**config.mk**
```make
export PLATFORM = sky130hd
export DESIGN_NAME = usr_serializer
export DESIGN_NICKNAME = d
export VERILOG_FILES = /design/src/rtl/usr_pkg.sv /design/src/rtl/usr_serializer.sv /design/src/rtl/usr_shift_reg.sv /design/src/rtl/usr_serial_ctrl.sv
export SDC_FILE = /design/constraint.sdc
export NUM_CORES = 1
export LEC_CHECK = 0
export BUFFER_PORTS_ARGS = -buffer_cell sky130_fd_sc_hd__buf_2
export CAP_MARGIN = 20
export CORE_AREA = 5 5 42 44
export DETAILED_ROUTE_END_ITERATION = 16
export DIE_AREA = 0 0 47 49
export PLACE_DENSITY = 0.62
export SYNTH_ARGS = -nofsm -noshare
export SYNTH_HDL_FRONTEND = slang
export SYNTH_SLANG_ARGS = --single-unit
```
**constraint.sdc**
```tcl
create_clock -name clk -period 1.5 [get_ports clk]
set_input_delay 0.15 -clock clk [delete_from_list [all_inputs] [get_ports clk]]
set_output_delay 0.15 -clock clk [all_outputs]
set_load 0.03 [all_outputs]
```
**src/rtl/usr_pkg.sv**
```systemverilog
// Shared definitions for the universal shift register and its serial controller.
package usr_pkg;

  localparam logic [1:0] USR_HOLD  = 2'b00;
  localparam logic [1:0] USR_RIGHT = 2'b01;
  localparam logic [1:0] USR_LEFT  = 2'b10;
  localparam logic [1:0] USR_LOAD  = 2'b11;

  typedef enum logic {
    IDLE  = 1'b0,
    SHIFT = 1'b1
  } usr_ctrl_state_t;

endpackage

```
**src/rtl/usr_serializer.sv**
```systemverilog
// Serializer wrapper: controller plus universal shift register.
// Exposes ser_ready when USR_CTRL_STALL_EN is defined.
module usr_serializer
  import usr_pkg::*;
#(
  parameter int N = 4
) (
  input  logic         clk,
  input  logic         reset,
  input  logic [N-1:0] in_data,
  input  logic         in_dir,
  input  logic         in_fill,
  input  logic         in_valid,
  output logic         in_ready,
  output logic         ser_bit,
  output logic         ser_valid,
`ifdef USR_CTRL_STALL_EN
  input  logic         ser_ready,
`endif
  output logic         done,
  output logic [N-1:0] q
);

  logic [1:0]   usr_s;
  logic [N-1:0] usr_I;
  logic         usr_MSB_in;
  logic         usr_LSB_in;

  usr_serial_ctrl #(.N(N)) u_ctrl (
    .clk        (clk),
    .reset      (reset),
    .in_data    (in_data),
    .in_dir     (in_dir),
    .in_fill    (in_fill),
    .in_valid   (in_valid),
    .in_ready   (in_ready),
    .usr_s      (usr_s),
    .usr_I      (usr_I),
    .usr_MSB_in (usr_MSB_in),
    .usr_LSB_in (usr_LSB_in),
    .usr_Q      (q),
    .ser_bit    (ser_bit),
    .ser_valid  (ser_valid),
`ifdef USR_CTRL_STALL_EN
    .ser_ready  (ser_ready),
`endif
    .done       (done)
  );

  // Register uses an active-low reset.
  usr_shift_reg #(.N(N)) u_reg (
    .clk    (clk),
    .rst_b  (~reset),
    .s      (usr_s),
    .I      (usr_I),
    .MSB_in (usr_MSB_in),
    .LSB_in (usr_LSB_in),
    .Q      (q)
  );

endmodule

```
**src/rtl/usr_shift_reg.sv**
```systemverilog
// N-bit universal shift register: hold, shift right, shift left, parallel load.
module usr_shift_reg
  import usr_pkg::*;
#(
  parameter int N = 4
) (
  input  logic         clk,
  input  logic         rst_b,
  input  logic [1:0]   s,
  input  logic [N-1:0] I,
  input  logic         MSB_in,
  input  logic         LSB_in,
  output logic [N-1:0] Q
);

  always_ff @(posedge clk or negedge rst_b) begin
    if (!rst_b) begin
      Q <= '0;
    end else begin
      case (s)
        USR_RIGHT: Q <= {MSB_in, Q[N-1:1]};
        USR_LEFT:  Q <= {Q[N-2:0], LSB_in};
        USR_LOAD:  Q <= I;
        default:   Q <= Q;
      endcase
    end
  end

endmodule

```
**src/rtl/usr_serial_ctrl.sv**
```systemverilog
// Word-to-bit serializer controller driving a universal shift register.
// Optional consumer back-pressure via ser_ready when USR_CTRL_STALL_EN is defined.
//
// state | meaning
// IDLE  | ready for a word; load request forwarded to the register
// SHIFT | streaming the loaded word, one bit per accepted cycle
module usr_serial_ctrl
  import usr_pkg::*;
#(
  parameter int N = 4
) (
  input  logic         clk,
  input  logic         reset,
  input  logic [N-1:0] in_data,
  input  logic         in_dir,
  input  logic         in_fill,
  input  logic         in_valid,
  output logic         in_ready,
  output logic [1:0]   usr_s,
  output logic [N-1:0] usr_I,
  output logic         usr_MSB_in,
  output logic         usr_LSB_in,
  input  logic [N-1:0] usr_Q,
  output logic         ser_bit,
  output logic         ser_valid,
`ifdef USR_CTRL_STALL_EN
  input  logic         ser_ready,
`endif
  output logic         done
);

  localparam int CW = $clog2(N);
  localparam logic [CW-1:0] LAST = CW'(N - 1);

  usr_ctrl_state_t state;
  logic [CW-1:0]   cnt;
  logic            dir_q;
  logic            fill_q;
  logic            advance;
  logic [CW-1:0]   sel_idx;

`ifdef USR_CTRL_STALL_EN
  assign advance = (state == SHIFT) && ser_ready;
`else
  assign advance = (state == SHIFT);
`endif

  assign usr_I     = in_data;
  assign in_ready  = !reset && (state == IDLE);
  assign ser_valid = !reset && (state == SHIFT);
  assign sel_idx   = dir_q ? LAST : '0;
  assign ser_bit   = usr_Q[sel_idx];

  always_comb begin
    usr_s      = USR_HOLD;
    usr_MSB_in = 1'b0;
    usr_LSB_in = 1'b0;
    if (!reset) begin
      if (state == IDLE) begin
        usr_s = in_valid ? USR_LOAD : USR_HOLD;
      end else if (advance) begin
        usr_s      = dir_q ? USR_LEFT : USR_RIGHT;
        usr_MSB_in = fill_q;
        usr_LSB_in = fill_q;
      end
    end
  end

  always_ff @(posedge clk) begin
    if (reset) begin
      state  <= IDLE;
      cnt    <= '0;
      done   <= 1'b0;
      dir_q  <= 1'b0;
      fill_q <= 1'b0;
    end else begin
      done <= 1'b0;
      case (state)
        IDLE: begin
          if (in_valid) begin
            dir_q  <= in_dir;
            fill_q <= in_fill;
            cnt    <= '0;
            state  <= SHIFT;
          end
        end
        SHIFT: begin
          if (advance) begin
            cnt <= cnt + 1'b1;
            if (cnt == LAST) begin
              state <= IDLE;
              done  <= 1'b1;
            end
          end
        end
        default: state <= IDLE;
      endcase
    end
  end

endmodule

```
Word-level counts from Yosys, hierarchy flattened:

Cells that the tools add are included.

* muxes and demuxes: 16
* bitwise logic cells: 1
* reduce and logical (&&, ||, !) cells: 6
* eq/ne operators: 5
* order comparisons: 1
* add/subtract/negate cells: 1

Operator list (number)
* 2-bit two-way mux: 6
* 4-bit one-hot mux with 3 select lines: 1
* 2-bit == test (second input constant): 3
* 1-bit two-way mux: 6
* 2-bit one-hot mux with 2 select lines: 1
* 2-bit by 3-bit < comparator with 1-bit output (second input constant): 1
* 3-bit nonzero test: 1
* 2-bit by 1-bit adder with 2-bit output (second input constant): 1
* 1-bit binary-select mux with 2-bit select: 1
* 2-bit by 1-bit == test with 1-bit output (second input constant): 1
* 1-bit logical AND: 2
* 2-bit != test (second input constant): 1
* 1-bit one-hot mux with 2 select lines: 1
* 2-bit AND reduction: 1
* 2-bit OR reduction: 1
* 1-bit logical NOT: 1
* 1-bit NOT: 1

* bits of input ports: 9
* register bits: 10
* logic and storage cells: 36

Depth between registers and ports, before layout:

* depth after elaboration: 5
* mapped depth: 5
* gate-level depth less buffers: 3

By module:

Synthesis repeated with hierarchy kept, for this count alone.

* cell total of the unflattened synthesis: 47
* area, all modules: 563.0 µm²

Modules (own cells, without submodules)
* usr_serial_ctrl: cells an instance 38, area an instance 354.1 µm², seq. area each 120.1 µm², instances 1
* usr_shift_reg: cells an instance 8, area an instance 205.2 µm², seq. area each 100.1 µm², instances 1
* usr_serializer: cells an instance 1, area an instance 3.8 µm², seq. area each 0.0 µm², instances 1

Worst setup path before layout:

No wires, ideal clock.

* path type: reg2reg
* start: register u_ctrl.state, in the netlist u_ctrl.advance
* end: register u_ctrl.done
* slack: 0.159 ns
* library setup time: 0.061 ns
* cell stages (with the launch flop): 5
* buffers on the path: 2
* data required time: 1.439 ns
* period minus slack after synthesis: 1.341 ns
* arrival: 1.280 ns
* path through: dfxtp_1 > buf_4 > buf_2 > nor2b_1 > and2_1

* longest elaborated chain between the ends: 2

Ends and longest elaborated chain
* from (decl): RTL line usr_serial_ctrl.sv:35 `usr_ctrl_state_t state;`
* from (signal assigned): RTL line usr_serial_ctrl.sv:71 `state <= IDLE;`
* from (signal assigned): RTL line usr_serial_ctrl.sv:84 `state <= SHIFT;`
* from (signal assigned): RTL line usr_serial_ctrl.sv:91 `state <= IDLE;`
* 1-bit NOT
* 2-bit OR reduction (no source line)
* to (signal assigned): RTL line usr_serial_ctrl.sv:73 `done <= 1'b0;`
* to (signal assigned): RTL line usr_serial_ctrl.sv:77 `done <= 1'b0;`
* to (signal assigned): RTL line usr_serial_ctrl.sv:92 `done <= 1'b1;`
* to (decl): RTL line usr_serial_ctrl.sv:29 `output logic done`

No other way between the ends.
A chain may end at the register's enable or synchronous reset.

Worst setup path after layout:

* start: input reset
* end: output ser_valid

* longest elaborated chain between the ends: 2

Ends and longest elaborated chain
* from (decl): RTL line usr_serializer.sv:9 `input logic reset,`
* 1-bit logical NOT: RTL line usr_serial_ctrl.sv:50 `assign ser_valid = !reset && (state == SHIFT);`
* 1-bit logical AND: RTL line usr_serial_ctrl.sv:50
* to (decl): RTL line usr_serializer.sv:16 `output logic ser_valid,`

No other way between the ends.

==> impl_metrics.csv <==
group,metric,value,unit
die,coreArea,1401,sq um
clock_tree,cts_tree,"yes",
detailed_routing,via_per_inst,5.011,
clock_tree,cts_sinks,10,
timing,setup_ws,0.07162,ns
global_routing,antenna_found_initial,0,
die,die_y,49,um
min_path,min_from,"in_fill",
detailed_routing,drtIter0Drc,14,
timing,worst_pin_slew,0.2653,ns
placement,port_buffers,16,
finish,antenna_cells,0,
yosys,post-synth-top-count-cell,"nor2_1",
critical_path,worst_path_largest_cell_delay,0.54,ns
placement,pre_cts_ws,0.2941,ns
yosys,ys_top_cells_by_area,"dfxtp_1, dfrtp_1, mux2i_1",
global_routing,grt_pass1_vias,439,
timing,tns,0,ns
critical_path,end_kind,"output pin",
die,fp-row-count,14,
critical_path,r2r_start,"u_ctrl.dir_q",
pwr,peakVddDrop,0.7116,mV
clock_tree,cts-root-buf,"clkbuf_4",
critical_path,ff2ff_setup_slack,0.29,ns
critical_path,worstSetupPathType,"primary input to output pin",
yosys,netlist_area,506.7,sq um
die,initial_utilization,0.3616,
clock_tree,cts.reportedPaths.clkPinSlew,0.06,ns
critical_path,cp_max_fo,15,
pwr,power_density,1194,nW/um^2
yosys,seq_area_frac_synth,0.4346,
detailed_routing,firstDrtPassIters,4,
yosys,synthFlopType,"dfxtp_1",
detailed_routing,routedWlPerCell,12.59,um
placement,dp_hpwl,823.6,um
timing,max_freq,700.1,MHz
detailed_routing,drc_errors,0,
die,num_io_pins,17,
timing,finalSetupViolCount,0,
critical_path,critPathArrivalTime,1.28,ns
timing,final.min_clock_period,1.428,ns
clock_tree,cts_buffer_depth,2,
critical_path,slowest_stage,"dlygate4sd3_1",
finish,syn2layout_area_growth,26.42,%
detailed_routing,ant_nets,0,
clock_tree,numCtsBuffers,3,
critical_path,worstSetupStartpointType,"primary input",
yosys,postSynthNetCount,63,
global_routing,grt_max_degree,16,
detailed_routing,vias,436,
critical_path,path_buf_inv,3,
global_routing,grt_pass1_wl,1.856,mm
die,die-area,2303,sq um
placement,gp_congestion,0.7206,
timing,finClkSkew,0.004739,ns
critical_path,critPathMostFrequentCell,"buf_2",
pwr,p_total,0.0007647,W
die,die_w,47,um
timing,hold_viol_final,0,
critical_path,r2r_end,"u_reg.Q[1]",
finish,drive_gt1_frac,0.3521,
flow_run,maxCapViolCount,0,
global_routing,grt_overflow,0,
timing,slew_headroom,0.8229,
yosys,synth_largest_area_cell,"dfxtp_1",
yosys,yosysWarnings,0,
finish,nFillCells,153,
yosys,synth_top_area_frac,0.2370,
critical_path,cp.required,1.35,ns
clock_tree,htreeDepth,1,
yosys,avgSynthCellArea,9.561,sq um
yosys,ys_ff_latch,10,
global_routing,track_usage,0.1076,
yosys,synth_edf_count,0,
timing,fin_crit_sh,0.9523,
min_path,hold_path_class,"primary input to flip-flop",
finish,utilization,0.4571,
yosys,yosys-top-cells-count,"nor2_1, dfxtp_1, dfrtp_1, mux2i_1, nor2b_1",
finish,nets,82,
yosys,ys_async_sr_fraction,0.4000,
critical_path,rr_worst_depth,3,
timing,rsz0062_at_grt,"false",
pwr,p_leak,0.2989,nW
min_path,whs_path_depth,3,
critical_path,crit_chain,"dlygate4sd3_1 -> buf_2 -> nor2b_1 -> buf_2",
detailed_routing,wirelength,1.095,mm
clock_tree,clk_latency,0.27,ns
critical_path,crit_family,"buffers and inverters",
min_path,hold_path_end,"u_ctrl.fill_q",
timing,drv_slew,0,
yosys,synth.distinct_cells,24,
yosys,synthCells,53,
outcome,status,"finished, final reports clean",
critical_path,crit_cells,4,
-- where the power goes --
part / switching, W / total, W / internal, W
registers: 0.0000337 / 0.000329 / 0.000295
logic: 0.000113 / 0.000194 / 0.0000813
clock network: 0.0000945 / 0.000242 / 0.000147
-- cell type report --
| cell class | count | area (sq um) | area share |
|---|---|---|---|
| well taps | 16 | 20.02 | 0.03125 |
| clock buffers | 4 | 36.28 | 0.05664 |
| flip-flops and latches | 10 | 221.5 | 0.3457 |
| multi-input cells | 38 | 261.5 | 0.4082 |
| inverters | 1 | 3.754 | 0.005859 |
| repair buffers | 18 | 97.59 | 0.1523 |
-- sequential cells by signal, indices dropped and copies added, names as in the netlist --
register,count
u_ctrl.advance,1
u_ctrl.cnt,2
u_ctrl.dir_q,1
u_ctrl.done,1
u_ctrl.fill_q,1
u_reg.Q,4
-- cells in the final DEF (no fill, tap or decap) --
master,synthesis,layout
mux2_4,1,1
buf_4,1,1
o21a_1,2,2
clkbuf_4,0,3
nand2_1,2,2
and2b_1,1,1
a22oi_1,2,2
mux2i_1,4,4
o21ai_1,2,2
and2_1,1,1
inv_1,1,1
o21ai_0,2,2
clkbuf_8,0,1
nor2_1,7,7
a21oi_1,2,2
mux2_2,2,2
dfxtp_2,0,1
nor2b_1,3,3
dfxtp_1,6,5
o32a_1,2,2
nand3_1,2,2
o21bai_1,1,1
dlygate4sd3_1,0,1
buf_2,2,16
dfrtp_1,4,4
ha_1,1,1
nor3b_1,1,1
-- cell families (layout without fill, tap and decap cells) --
group                      after synthesis  after routing  synth area share
and+or+nand+nor                         17             17            0.1655
AOI/OAI and AO/OA                       13             13            0.1728
DFF                                     10             10            0.4346
muxes                                    7              7            0.1531
buffers and inverters                    5             23           0.04937
adders and majority gates                1              1           0.02469
-- worst max-delay path by stage --
stage,to,start,slack [ns]
after floorplan,u_ctrl.done,u_ctrl.advance,0.16
after global placement,u_reg.Q[1],u_ctrl.advance,0.30
after detailed placement,u_reg.Q[1],u_ctrl.advance,0.29
after CTS,ser_bit,u_ctrl.dir_q,0.06
after global routing,ser_bit,u_ctrl.dir_q,0.02
final,ser_valid,reset,0.07
-- metal layers --
layer / part of all wire / global-route usage / vias up
met5: 0 / 0 / -
met4: 0.020 / 0.02304 / 0
met3: 0.091 / 0.05535 / 4
met2: 0.45 / 0.1538 / 16
met1: 0.44 / 0.1432 / 195
li1: - / - / 221
-- per-stage QoR --
| step | cell area, sq um | hold WS [ns] | instances |
|---|---|---|---|
| global placement | 593.1 | 0.1672 | 82 |
| finish | 640.6 | 0.1374 | 87 |
| detailed placement | 593.1 | 0.1687 | 82 |
| CTS | 640.6 | 0.1282 | 87 |
| floorplan | 506.7 | 0.1263 | 53 |
| global route | 640.6 | 0.1436 | 87 |
-- tightest hold or removal path: stages --
cell and delay, ns:
buf_2 0.08, mux2i_1 0.05, nor2_1 0.08
-- what timing repair did --
action | CTS | global route
endpoints found under the setup margin | 1 | 0
hold buffers | 1 | 0
buffers inserted | 0 | 0
resized for setup | 1 | 0
endpoints found under the hold margin | 4 | 0
Note: power is estimated with default switching activity, not from simulation.
